File: config.mk
export PLATFORM = sky130hd
export DESIGN_NAME = dig_map
export DESIGN_NICKNAME = d
export VERILOG_FILES = /design/src/rtl/dig_pkg.sv /design/src/rtl/tick_sync.sv /design/src/rtl/dig_map.sv
export SDC_FILE = /design/constraint.sdc
export NUM_CORES = 1
export LEC_CHECK = 0
export BUFFER_PORTS_ARGS = -buffer_cell sky130_fd_sc_hd__buf_2
export CAP_MARGIN = 30
export CORE_AREA = 2 2 310 312
export CTS_CLUSTER_DIAMETER = 60
export DETAILED_ROUTE_END_ITERATION = 7
export DIE_AREA = 0 0 312 314
export MAX_ROUTING_LAYER = met4
export PLACE_DENSITY = 0.66
export SLEW_MARGIN = 20
export SYNTH_ARGS = -nofsm -noshare
export SYNTH_HDL_FRONTEND = slang
export SYNTH_SLANG_ARGS = --single-unit
File: constraint.sdc
create_clock -name Clk -period 3.45 [get_ports Clk]
set_input_delay 0.1725 -clock Clk [delete_from_list [all_inputs] [get_ports Clk]]
set_output_delay 0.1725 -clock Clk [all_outputs]
set_load 0.01 [all_outputs]
File: src/rtl/dig_pkg.sv
// Shared constants and types for the dig map and its frame-rate helpers.
package dig_pkg;

  localparam int unsigned COLS       = 32;
  localparam int unsigned ROWS       = 24;
  localparam int unsigned TILE_SHIFT = 4;
  localparam int unsigned FIELD_Y0   = 96;
  localparam int unsigned MAX_TILES  = 768;

  typedef enum logic [1:0] {
    IDLE,
    CALC,
    WRITE,
    CLEAR
  } dig_state_t;

  typedef logic [ROWS-1:0] dug_col_t;

endpackage

File: src/rtl/tick_sync.sv
// Brings an asynchronous level into the local clock domain and emits a
// one-cycle pulse on each rising edge of it.
module tick_sync (
  input  logic clk,
  input  logic rst_n,
  input  logic async_in,
  output logic tick
);

  logic sync1_q;
  logic sync2_q;
  logic prev_q;

  // Two-flop synchroniser followed by an edge-detect history flop.
  always_ff @(posedge clk or negedge rst_n) begin
    if (!rst_n) begin
      sync1_q <= 1'b0;
      sync2_q <= 1'b0;
      prev_q  <= 1'b0;
    end else begin
      sync1_q <= async_in;
      sync2_q <= sync1_q;
      prev_q  <= sync2_q;
    end
  end

  // Rising edge seen on the synchronised level.
  always_comb begin
    tick = sync2_q & ~prev_q;
  end

endmodule

File: src/rtl/dig_map.sv
// Dug-tile map for the playfield: once per frame marks the tile under the
// player centre as dug, counts newly dug tiles, and sweeps the map clean on
// a level-clear request.
module dig_map
  import dig_pkg::*;
(
  input  logic                 Clk,
  input  logic                 Reset_n,
  input  logic                 frame_clk,
  input  logic                 dig_en,
  input  logic [9:0]           player_x,
  input  logic [9:0]           player_y,
  input  logic                 level_clear,
  output dug_col_t [COLS-1:0]  dug_state,
  output logic                 dig_event,
  output logic [9:0]           tiles_dug,
  output logic                 busy
);

  logic tick;

  dig_state_t          state_q, state_d;
  logic [4:0]          tile_col_q, tile_col_d;
  logic [4:0]          tile_row_q, tile_row_d;
  logic                tile_valid_q, tile_valid_d;
  logic [4:0]          sweep_q, sweep_d;
  logic                pend_q, pend_d;
  logic                busy_q, busy_d;
  logic                ev_q, ev_d;
  logic [9:0]          cnt_q, cnt_d;
  dug_col_t [COLS-1:0] dug_q, dug_d;

  logic [10:0] cx, cy, cy_off, col_full, row_full;
  logic        calc_valid;
  logic        new_dig;

  tick_sync u_tick_sync (
    .clk      (Clk),
    .rst_n    (Reset_n),
    .async_in (frame_clk),
    .tick     (tick)
  );

  // Tile under the sprite centre; widened to 11 bits so +8 cannot overflow.
  always_comb begin
    cx         = {1'b0, player_x} + 11'd8;
    cy         = {1'b0, player_y} + 11'd8;
    cy_off     = cy - 11'(FIELD_Y0);
    col_full   = cx >> TILE_SHIFT;
    row_full   = cy_off >> TILE_SHIFT;
    calc_valid = (cy >= 11'(FIELD_Y0)) && (col_full < 11'(COLS)) && (row_full < 11'(ROWS));
    new_dig    = tile_valid_q && !dug_q[tile_col_q][tile_row_q];
  end

  // Next-state logic for the dig / clear sequencer.
  always_comb begin
    state_d      = state_q;
    tile_col_d   = tile_col_q;
    tile_row_d   = tile_row_q;
    tile_valid_d = tile_valid_q;
    sweep_d      = sweep_q;
    pend_d       = pend_q;
    busy_d       = busy_q;
    ev_d         = 1'b0;
    cnt_d        = cnt_q;
    dug_d        = dug_q;

    case (state_q)
      IDLE: begin
        // Clear wins over a same-cycle tick; that tick is simply lost.
        if (level_clear) begin
          state_d = CLEAR;
          sweep_d = '0;
          busy_d  = 1'b1;
        end else if (tick && dig_en) begin
          state_d = CALC;
        end
      end
      CALC: begin
        tile_col_d   = col_full[4:0];
        tile_row_d   = row_full[4:0];
        tile_valid_d = calc_valid;
        if (level_clear) pend_d = 1'b1;
        state_d = WRITE;
      end
      WRITE: begin
        if (new_dig) begin
          dug_d[tile_col_q][tile_row_q] = 1'b1;
          ev_d = 1'b1;
          if (cnt_q < 10'(MAX_TILES)) cnt_d = cnt_q + 10'd1;
        end
        if (pend_q || level_clear) begin
          state_d = CLEAR;
          sweep_d = '0;
          busy_d  = 1'b1;
          pend_d  = 1'b0;
        end else begin
          state_d = IDLE;
        end
      end
      CLEAR: begin
        dug_d[sweep_q] = '0;
        if (sweep_q == 5'd0) cnt_d = '0;
        if (sweep_q == 5'(COLS - 1)) begin
          state_d = IDLE;
          busy_d  = 1'b0;
        end else begin
          sweep_d = sweep_q + 5'd1;
        end
      end
      default: state_d = IDLE;
    endcase
  end

  // State and output registers; everything the colour mapper sees is a flop.
  always_ff @(posedge Clk or negedge Reset_n) begin
    if (!Reset_n) begin
      state_q      <= IDLE;
      tile_col_q   <= '0;
      tile_row_q   <= '0;
      tile_valid_q <= 1'b0;
      sweep_q      <= '0;
      pend_q       <= 1'b0;
      busy_q       <= 1'b0;
      ev_q         <= 1'b0;
      cnt_q        <= '0;
      dug_q        <= '0;
    end else begin
      state_q      <= state_d;
      tile_col_q   <= tile_col_d;
      tile_row_q   <= tile_row_d;
      tile_valid_q <= tile_valid_d;
      sweep_q      <= sweep_d;
      pend_q       <= pend_d;
      busy_q       <= busy_d;
      ev_q         <= ev_d;
      cnt_q        <= cnt_d;
      dug_q        <= dug_d;
    end
  end

  // Drive ports straight from the registers.
  always_comb begin
    dug_state = dug_q;
    dig_event = ev_q;
    tiles_dug = cnt_q;
    busy      = busy_q;
  end

endmodule

# After elaboration in Yosys (flattened, before gate mapping)
# Index checks and enable logic that the tools add are counted.
[word_totals] regBits=802 input_bits=25 word_cells=130
[classes] n_addsub=5 n_lt_le_gt_ge=10 eq_ne=13 mux=33 n_bitwise=5 reduce_logical=20
[op_table] operator="768-bit case mux with 2 select lines" n=1
[op_table] operator="768-bit bitwise AND" n=1
[op_table] operator="768-bit 2-to-1 mux" n=1
[op_table] operator="768-bit inverter" n=1
[op_table] operator="768-bit OR" n=1
[op_table] operator="24-bit demux with 5-bit select" n=2
[op_table] operator="24-bit binary-select mux with 5-bit select" n=1
[op_table] operator="24-bit 2-to-1 mux" n=3
[op_table] operator="10-bit 2-to-1 mux" n=3
[op_table] operator="10-bit by 4-bit adder with 11-bit output (second input constant)" n=2
[op_table] operator="10-bit case mux with 2 select lines" n=1
[op_table] operator="5-bit by 6-bit < comparator with 1-bit output (second input constant)" n=3
[op_table] operator="2-bit inequality test (second input constant)" n=8
[op_table] operator="5-bit by 1-bit >= comparator with 1-bit output (second input constant)" n=3
[op_table] operator="5-bit 2-to-1 mux" n=3
[op_table] operator="5-bit case mux with 3 select lines" n=1
[op_table] operator="4-bit AND reduction" n=3
[op_table] operator="11-bit by 7-bit >= comparator with 1-bit output (second input constant)" n=1
[op_table] operator="11-bit by 7-bit subtractor with 11-bit output (second input constant)" n=1
[op_table] operator="10-bit by 1-bit adder with 10-bit output (second input constant)" n=1
[op_table] operator="10-bit < comparator (second input constant)" n=1
[op_table] operator="1-bit 2-to-1 mux" n=8
[op_table] operator="2-bit 2-to-1 mux" n=4
[op_table] operator="2-bit case mux with 4 select lines" n=1
[op_table] operator="other kinds (22)" n=31

# Logic depth before layout (Yosys ltp)
# Gate-level depths: netlist of the first run.
[depth] depth_word=9 depth_mapped=18

# By module
# From an unflattened synthesis of the first run, not the netlist that was laid out.
[hier_totals] hier_cells=3304 hier_area_um2=36085.9
[by_module_without_submodules] module="dig_map" n_inst=1 cells_each=3300 area_per_inst_um2=35997.0 seq_area_each_um2=19994.2
[by_module_without_submodules] module="tick_sync" n_inst=1 cells_each=4 area_per_inst_um2=88.8 seq_area_each_um2=75.1

# Least setup slack after synthesis of the first run
# Ideal clock, no wire load.
[synth_path] path_type="reg-to-reg" start="reg tile_col_q[1]" end="reg dug_q (netlist bit dug_state[216])" setup_time_ns=0.068 arrival_ns=2.972 setup_slack_ns=0.410 stages_incl_launch_ff=18 path_buffers=9 path_cell_list="dfrtp_1 buf_2 buf_6 buf_6 buf_6 buf_6 buf_6 buf_4 mux2i_1 o22ai_1 nor4_1 o2111ai_1 nand4_2 nand3_2 nor2_4 buf_6 buf_6 a32o_1"
[synth_between] elab_chain_cells=8 elab_cells_between_ends=16 cone_classes="2 x order compare; 1 x eq/ne; 8 x mux; 1 x bitwise; 4 x reduce/logical"
[synth_lines] element="from (decl)" line_no="dig_map.sv:23" rtl="logic [4:0] tile_col_q, tile_col_d;"
[synth_lines] element="from (signal assigned)" line_no="dig_map.sv:130" rtl="tile_col_q <= tile_col_d;"
[synth_lines] element="24-bit binary-select mux with 5-bit select" line_no="dig_map.sv:52" rtl="new_dig = tile_valid_q && !dug_q[tile_col_q][tile_row_q];"
[synth_lines] element="24-bit 2-to-1 mux (implied by the code)" line_no="dig_map.sv:52"
[synth_lines] element="1-bit binary-select mux with 5-bit select" line_no="dig_map.sv:52"
[synth_lines] element="1-bit 2-to-1 mux (implied by the code)" line_no="dig_map.sv:52"
[synth_lines] element="1-bit logical NOT" line_no="dig_map.sv:52"
[synth_lines] element="1-bit logical AND" line_no="dig_map.sv:52"
[synth_lines] element="2-bit inequality test (no line)"
[synth_lines] element="2-bit AND reduction (no line)"
[synth_lines] element="to (signal assigned)" line_no="dig_map.sv:138" rtl="dug_q <= dug_d;"
[synth_lines] element="to (decl)" line_no="dig_map.sv:31" rtl="dug_col_t [COLS-1:0] dug_q, dug_d;"
# Parallel ways exist; a longest one is shown, timed or not. The select of a mux whose other input is x is not followed.
# A chain may end at the register's enable or synchronous reset.

# Final worst setup path of the first run
[layout_path] start="reg tile_col_q[1]" end="reg dug_q (netlist bit dug_state[539])"
# The elaborated chain is that of the path after synthesis.

==> flow_summary.ini, run 1 <==
[final_layout]
finish.instance_area_mm2 = 0.04901
syn_to_final_growth_pct = 34.95
layout.nets = 4437
nFillCells = 8717
post_route_cells_drive_above_1_share_pct = 35.02
final-seq-area_mm2 = 0.02008
area_of_the_multi_input_gates_mm2 = 0.01544

[synthesis]
netlist_top_cells_area = sky130_fd_sc_hd__dfrtp_1, sky130_fd_sc_hd__mux2i_1, sky130_fd_sc_hd__o21ai_0
mappedNetlistArea_mm2 = 0.03632
synth_area_per_cell_um2 = 10.83
postSynth.asyncResetShare_pct = 100.0
post_synth_num_cell_types = 53
synth-compound-area-share_pct = 19.27
synth_flop_cell = sky130_fd_sc_hd__dfrtp_1
yosysTopAreaCell = sky130_fd_sc_hd__dfrtp_1
post_synth_inst_count = 3352
dominant_combinational_cell_family_by_area_after_synthesis = compound AO/OA/AOI/OAI gates
synth-simple-area-share_pct = 9.560
synth.yosys.seq_area_share_pct = 55.26
synth-adder-area-share_pct = 0.3101
yosys_warnings = 0
synth_seq_cells = 802
area_share_of_the_leading_cell_type_in_the_synthesized_netlist_pct = 55.26
synth-xor-area-share_pct = 0.2412
synth_mux_area_share_pct = 10.90
synth.net_count = 3386
synth-edff-count = 0

[die]
row_count = 113
die_height_um = 314
num_io_pins = 805
die_area_mm2 = 0.09797
core_area_mm2 = 0.09445
die_x_um = 312
initial_core_util_pct = 38.45

[route]
dr_total_vias = 36006
wirelength_um = 194700
detail_route.drc_violations = 0
post_drt_via_cell_ratio = 6.263
antenna_violating_nets_post_route = 0
drtIter0Drc = 4946
detail_route.first_pass.iterations = 6
routed_wire_length_per_instance_um = 33.86

[timing]
final_hold_viol_count = 0
period_utilisation_layout_pct = 102.4
setup_viol = 173
final-max-slew-violation-count = 0
grt_setup_unrepaired = true
fin_skew_ns = 0.02626
fin_crit_ns = 3.533
worst_slew_pin_slew_ns = 0.9409
hold_ws_ns = 0.05962
timing.fmax_mhz = 283.0
slew-limit-headroom_pct = 36.79
post-route-worst-setup-slack_ns = -0.08342

[run_status]
status = complete, but fails checks
violations_in_the_final_reports = setup timing

[critical_path]
r2r_cells = 16
critical_path.max_fanout = 25
critical_path_arrival_ns = 4.10
crit-reg2reg-launch = tile_col_q[1]
timing_worst_setup_path_type = reg2reg
timing.rr.end = dug_state[539]
cp-end-kind = flop
start_kind = flop
worstPathRequired_ns = 4.02
ff2ff_setup_slack_ns = -0.08

[cts]
cts_max_level = 3
cts_inserted_buffers = 89
cts.path.max_buffers = 3
clk_pin_slew_worst_paths_ns = 0.06
clkLatencyLatePin_ns = 0.69
cts.sinks = 802
tritoncts = yes
root_buffer = sky130_fd_sc_hd__clkbuf_16

[min_path]
hp-start = player_y[8]
holdPathStages = 3
hold_path_end = tile_row_q[4]
worst_hold_path_type = in2reg

[power]
worst_ir_drop_vdd_v = 0.0004085
power.switching_mw = 10.18
power.share.switching_pct = 35.26
power.density_cell_area_mw_per_mm2 = 589.3
cellInternalPower_mw = 18.70
seq_power_share_pct = 34.3
combinational_share_of_power_pct = 31.4
clock_share_of_power_pct = 34.3
static-leakage-power_nw = 23.95

[placement]
dpl.hpwl_um = 142400
port_buffers = 798
gp_congestion = 0.9979
post_place_cell_area_mm2 = 0.04435

[global_routing]
grt_remaining_overflow = 0
grt_antenna_before_repair = 8
grt_usage_pct = 39.23
grt_start_max_net_pins = 87
first_pass_grt_wire_length_um = 264900
first_global_vias = 34111

[job]
drv.max_cap_violation_count = 0
==> per-layer routing <==
metal  vias to the layer above  part of all wire [%]  track usage (%)
met2                      2767                    47            62.72
met5                         -                     0                -
li1                      14499                     -                -
met1                     18122                    35            45.87
met4                         0                   7.8            23.60
met3                       618                    10            7.859
==> area by class of cell <==
| type | instances | share of cell area (%) |
|---|---|---|
| Sequential cell | 802 | 40.97 |
| Multi-Input combinational cell | 2207 | 31.50 |
| Timing Repair Buffer | 1299 | 18.03 |
| Clock buffer | 128 | 5.400 |
| Tap cell | 1265 | 3.230 |
| Clock inverter | 35 | 0.7991 |
| Antenna cell | 9 | 0.04595 |
| Inverter | 4 | 0.03064 |
==> flip-flops by register name (all words and copies together) (netlist names) <==
name / count
u_tick_sync.sync2_q: 1
sweep_q: 5
dig_event: 1
tile_col_q: 5
dug_state: 768
pend_q: 1
state_q: 2
tiles_dug: 10
u_tick_sync.sync1_q: 1
tile_valid_q: 1
tile_row_q: 5
u_tick_sync.prev_q: 1
busy: 1
==> metrics by stage <==
step / TNS [ns] / util (%) / power [mW] / worst slack, ns / cells
after floorplan: 0 / - / 14.24 / 0.4102 / 3352
after global placement: -186.95 / 46.96 / 17.88 / -0.4239 / 5521
after detailed placement: -209.41 / 46.96 / 17.93 / -0.4916 / 5521
after CTS: -0.009587 / 51.14 / 28.33 / -0.003871 / 5716
after global routing: -30.60 / 51.88 / 29.50 / -0.1148 / 5746
final: -3.456 / 51.89 / 28.88 / -0.08342 / 5749
==> logic make-up (layout without fill, tap and decap cells) <==
logic type / after synthesis / count (layout)
compound gates: 1004 / 1004
mux: 395 / 395
fa+ha+maj: 9 / 9
buf+inv: 344 / 1466
xor+xnor: 10 / 10
other cells: 0 / 9
flops: 802 / 802
simple gates: 788 / 789
==> how the worst max path moves through the flow <==
| stage | cells past startpoint | slack (ns) | startpoint | to |
|---|---|---|---|---|
| global placement | 12 | -0.42 | tile_col_q[3] | dug_state[417] |
| finish | 16 | -0.08 | tile_col_q[1] | dug_state[539] |
| CTS | 14 | -0.004 | tile_col_q[0] | dug_state[24] |
| floorplan | 17 | 0.41 | tile_col_q[1] | dug_state[216] |
| detailed placement | 12 | -0.49 | tile_col_q[3] | dug_state[729] |
| global route | 15 | -0.11 | tile_col_q[1] | dug_state[419] |
==> power by group through the flow <==
stage	Clock [mW]	Sequential [mW]	Combinational [mW]
after floorplan	0	9.90	4.34
after global placement	0	10.0	7.84
after detailed placement	0	10.1	7.88
after CTS	9.93	9.88	8.51
after global routing	10.3	9.92	9.27
final	9.92	9.90	9.06
==> layout by cell type, fill, tap and decap left out, types with 16 or more instances in the layout <==
master / instances
sky130_fd_sc_hd__o22a_1: 18
sky130_fd_sc_hd__mux2i_4: 16
sky130_fd_sc_hd__nor4_1: 24
sky130_fd_sc_hd__mux2i_1: 352
sky130_fd_sc_hd__o21ai_0: 387
sky130_fd_sc_hd__buf_2: 797
sky130_fd_sc_hd__a22o_1: 191
sky130_fd_sc_hd__nand2_1: 503
sky130_fd_sc_hd__buf_4: 392
sky130_fd_sc_hd__mux2i_2: 23
sky130_fd_sc_hd__buf_6: 27
sky130_fd_sc_hd__nand3_1: 22
sky130_fd_sc_hd__nor3_1: 17
sky130_fd_sc_hd__buf_12: 50
sky130_fd_sc_hd__nor2_1: 95
sky130_fd_sc_hd__dfrtp_1: 797
sky130_fd_sc_hd__o22ai_1: 133
sky130_fd_sc_hd__nand4_1: 18
sky130_fd_sc_hd__o21ai_1: 31
sky130_fd_sc_hd__clkbuf_16: 96
sky130_fd_sc_hd__a32o_1: 178
sky130_fd_sc_hd__clkbuf_8: 23
==> synthesized netlist by cell type (5+ instances only) <==
library cell	count
sky130_fd_sc_hd__nand4bb_1	6
sky130_fd_sc_hd__a32o_1	179
sky130_fd_sc_hd__nand4_1	18
sky130_fd_sc_hd__nor2b_1	6
sky130_fd_sc_hd__o2111ai_1	17
sky130_fd_sc_hd__o22ai_1	152
sky130_fd_sc_hd__xor2_1	5
sky130_fd_sc_hd__nor3b_1	5
sky130_fd_sc_hd__nor3_1	23
sky130_fd_sc_hd__o21ai_0	424
sky130_fd_sc_hd__ha_1	9
sky130_fd_sc_hd__a31oi_1	9
sky130_fd_sc_hd__nand3_1	22
sky130_fd_sc_hd__nand2_1	506
sky130_fd_sc_hd__buf_2	66
sky130_fd_sc_hd__and3_1	17
sky130_fd_sc_hd__and2_1	7
sky130_fd_sc_hd__nor4_1	43
sky130_fd_sc_hd__a22o_1	191
sky130_fd_sc_hd__o22a_1	18
sky130_fd_sc_hd__xnor2_1	5
sky130_fd_sc_hd__buf_6	27
sky130_fd_sc_hd__nor2_1	96
sky130_fd_sc_hd__clkbuf_1	232
sky130_fd_sc_hd__nand2b_1	10
sky130_fd_sc_hd__dfrtp_1	802
sky130_fd_sc_hd__buf_4	11
sky130_fd_sc_hd__mux2i_1	391
==> repair_timing <==
item | 4_1_cts | 5_1_grt
gates cloned | 5 | 6
buffers inserted | 15 | 17
setup endpoints to repair | 778 | 779
hold endpoints to repair | 79 | 1
gates resized for setup | 116 | 113
pin swaps | 18 | 24
hold buffers | 12 | 1
==> critical path: stages, from the launching register on <==
cell	delay (ns)
sky130_fd_sc_hd__dfrtp_4	0.46
sky130_fd_sc_hd__buf_12	0.17
sky130_fd_sc_hd__buf_12	0.23
sky130_fd_sc_hd__mux2i_1	0.21
sky130_fd_sc_hd__buf_4	0.15
sky130_fd_sc_hd__o22ai_1	0.09
sky130_fd_sc_hd__buf_4	0.16
sky130_fd_sc_hd__nor4_1	0.34
sky130_fd_sc_hd__a31oi_1	0.13
sky130_fd_sc_hd__nand4_1	0.15
sky130_fd_sc_hd__buf_4	0.14
sky130_fd_sc_hd__and4_4	0.28
sky130_fd_sc_hd__buf_6	0.14
sky130_fd_sc_hd__nand4_1	0.13
sky130_fd_sc_hd__buf_6	0.21
sky130_fd_sc_hd__buf_12	0.15
sky130_fd_sc_hd__o21ai_0	0.22
Power figures use the tool's default switching activity.
==> run 2, diff against run 1 <==
PLACE_DENSITY = 0.68   (was 0.66)
SLEW_MARGIN = default   (was 20)
clock period = 3.1 ns   (was 3.45 ns; I/O delays follow)
==> run 2 against run 1 <==
  * Highest routed layer unchanged
  * Setup slack worse by 0.44 ns
  * Maximum frequency is 2.4% lower
  * Sequential power grew 11%
  * Total power increased by 15%
  * The flow finishes with violations (hold timing, setup timing)
==> flow_summary.ini, run 2 (same netlist as run 1, synthesis figures left out) <==
[run_status]
status = complete, but fails checks
violations_in_the_final_reports = hold timing, setup timing

[cts]
tritoncts = yes
cts_inserted_buffers = 90
cts.path.max_buffers = 3
clk_pin_slew_worst_paths_ns = 0.06
cts_max_level = 3
cts.sinks = 802
clkLatencyLatePin_ns = 0.70
root_buffer = sky130_fd_sc_hd__clkbuf_16

[power]
power.switching_mw = 11.64
worst_ir_drop_vdd_v = 0.0004456
seq_power_share_pct = 32.9
clock_share_of_power_pct = 33.1
fin_total_pwr_mw = 33.31
cellInternalPower_mw = 21.67
power.density_cell_area_mw_per_mm2 = 654.9
combinational_share_of_power_pct = 34.0
power.share.switching_pct = 34.93
static-leakage-power_nw = 24.77

[timing]
fin_crit_ns = 3.620
timing.fmax_mhz = 276.3
fin_skew_ns = 0.03767
final-max-slew-violation-count = 0
final_hold_viol_count = 1
worst_slew_pin_slew_ns = 0.9923
hold_ws_ns = -0.001540
slew-limit-headroom_pct = 33.60
period_utilisation_layout_pct = 116.8
setup_viol = 779
post-route-worst-setup-slack_ns = -0.5199
grt_setup_unrepaired = true

[route]
wirelength_um = 198400
dr_total_vias = 36808
routed_wire_length_per_instance_um = 33.71
antenna_violating_nets_post_route = 0
detail_route.drc_violations = 0
drtIter0Drc = 5203
detail_route.first_pass.iterations = 6
post_drt_via_cell_ratio = 6.252

[critical_path]
critical_path_arrival_ns = 4.18
r2r_cells = 17
critical_path.endpoint = dug_state[204]
cp-end-kind = flop
worstPathRequired_ns = 3.66
start_kind = flop
worstSetupStartpoint = tile_col_q[4]
timing_worst_setup_path_type = reg2reg
ff2ff_setup_slack_ns = -0.52
critical_path.max_fanout = 7
timing.rr.end = dug_state[204]
crit-reg2reg-launch = tile_col_q[4]

[global_routing]
grt_usage_pct = 39.92
grt_antenna_before_repair = 2
grt_start_max_net_pins = 77
first_pass_grt_wire_length_um = 269700
grt_remaining_overflow = 0
first_global_vias = 35025

[placement]
port_buffers = 798
dpl.hpwl_um = 145300
gp_congestion = 1.023

[final_layout]
syn_to_final_growth_pct = 40.06
nFillCells = 8391
layout.cells.most_common = sky130_fd_sc_hd__buf_2
layout.cells.most_common_list = sky130_fd_sc_hd__buf_2, sky130_fd_sc_hd__dfrtp_1, sky130_fd_sc_hd__nand2_1, sky130_fd_sc_hd__buf_4, sky130_fd_sc_hd__o21ai_0
final-seq-area_mm2 = 0.02008
largest_register_ffs = 768
post-route-util_pct = 53.86
post_route_cells_drive_above_1_share_pct = 37.78
area_of_the_multi_input_gates_mm2 = 0.01579
layout.nets = 4580

[die]
core_area_mm2 = 0.09445
num_io_pins = 805
initial_core_util_pct = 38.45
row_count = 113
die_x_um = 312
die_height_um = 314
die_area_mm2 = 0.09797

[job]
drv.max_cap_violation_count = 0

[min_path]
worst_hold_path_type = in2reg
-- run 2: cell types whose count changed in the layout (fill, tap and decap cells not counted), sizes merged, moves of 3 or more --
cell | before | now
buf | 1280 | 1420
clkbuf | 133 | 139
clkinv | 17 | 21
clkinvlp | 8 | 2
diode | 9 | 6
dlygate4sd3 | 13 | 9
-- run 2: critical path: stages, from the launching register on --
cell                        delay, ns
sky130_fd_sc_hd__dfrtp_2         0.41
sky130_fd_sc_hd__buf_6           0.14
sky130_fd_sc_hd__or4b_4          0.48
sky130_fd_sc_hd__buf_6           0.17
sky130_fd_sc_hd__buf_4           0.16
sky130_fd_sc_hd__o22ai_4         0.14
sky130_fd_sc_hd__buf_6           0.15
sky130_fd_sc_hd__nor4_2          0.04
sky130_fd_sc_hd__o2111ai_1       0.15
sky130_fd_sc_hd__nand4_1         0.30
sky130_fd_sc_hd__buf_4           0.23
sky130_fd_sc_hd__nand4_1         0.22
sky130_fd_sc_hd__nor2_4          0.08
sky130_fd_sc_hd__buf_12          0.16
sky130_fd_sc_hd__buf_16          0.17
sky130_fd_sc_hd__buf_12          0.14
sky130_fd_sc_hd__buf_16          0.12
sky130_fd_sc_hd__a32o_1          0.21
-- run 2: how the worst min path moves through the flow --
stage / start / to / slack [ns] / cells past startpoint
final: player_x[5] / tile_col_q[1] / -0.002 / 3
after global routing: player_x[5] / tile_col_q[1] / 0.007 / 3
after CTS: player_x[5] / tile_col_q[1] / 0.01 / 3
after detailed placement: Reset_n / dug_state[706] / 0.25 / 1
after global placement: Reset_n / dug_state[706] / 0.24 / 1
after floorplan: Reset_n / busy / -0.14 / 0
-- run 2: per-stage QoR --
| step | setup TNS (ns) | area (um2) | instances | hold slack, ns | setup slack [ns] |
|---|---|---|---|---|---|
| 6_report | -303.00 | 50870 | 5887 | -0.001540 | -0.5199 |
| 5_1_grt | -353.66 | 50860 | 5883 | 0.007412 | -0.5506 |
| 4_1_cts | -190.14 | 49650 | 5850 | 0.01113 | -0.4077 |
| 3_5_place_dp | -541.46 | 45170 | 5634 | 0.2512 | -0.7888 |
| 3_3_place_gp | -546.25 | 45110 | 5629 | 0.2398 | -0.7791 |
| 2_1_floorplan | 0 | 36320 | 3352 | -0.1406 | 0.06024 |
-- run 2: final cells by class --
type	instances	area share, %
Clock inverter	36	0.8732
Sequential cell	802	39.47
Inverter	4	0.02952
Multi-Input combinational cell	2206	31.04
Antenna cell	6	0.02952
Clock buffer	126	5.067
Tap cell	1265	3.112
Timing Repair Buffer	1442	20.38
-- run 2: what timing repair did --
item,CTS,global route
pin swaps,30,48
endpoints found under the hold margin,61,0
buffers inserted,34,22
endpoints found under the setup margin,779,779
gates cloned,12,12
gates resized for setup,163,153
hold buffers,9,0
-- run 2: power groups by stage --
| stage | sequential [mW] | clock (mW) | combinational (mW) |
|---|---|---|---|
| 4_1_cts | 11.0 | 11.0 | 10.2 |
| 6_report | 11.0 | 11.0 | 11.3 |
| 5_1_grt | 11.0 | 11.5 | 11.6 |
| 2_1_floorplan | 11.0 | 0 | 4.83 |
| 3_3_place_gp | 11.1 | 0 | 9.02 |
| 3_5_place_dp | 11.1 | 0 | 9.06 |
-- run 2: metal layers --
metal | track usage [%] | up-vias | wire length (um)
li1 | - | 14809 | -
met1 | 46.49 | 18466 | 69060
met2 | 64.41 | 2906 | 94020
met3 | 7.938 | 627 | 20280
met4 | 23.31 | 0 | 15080
met5 | - | - | 0
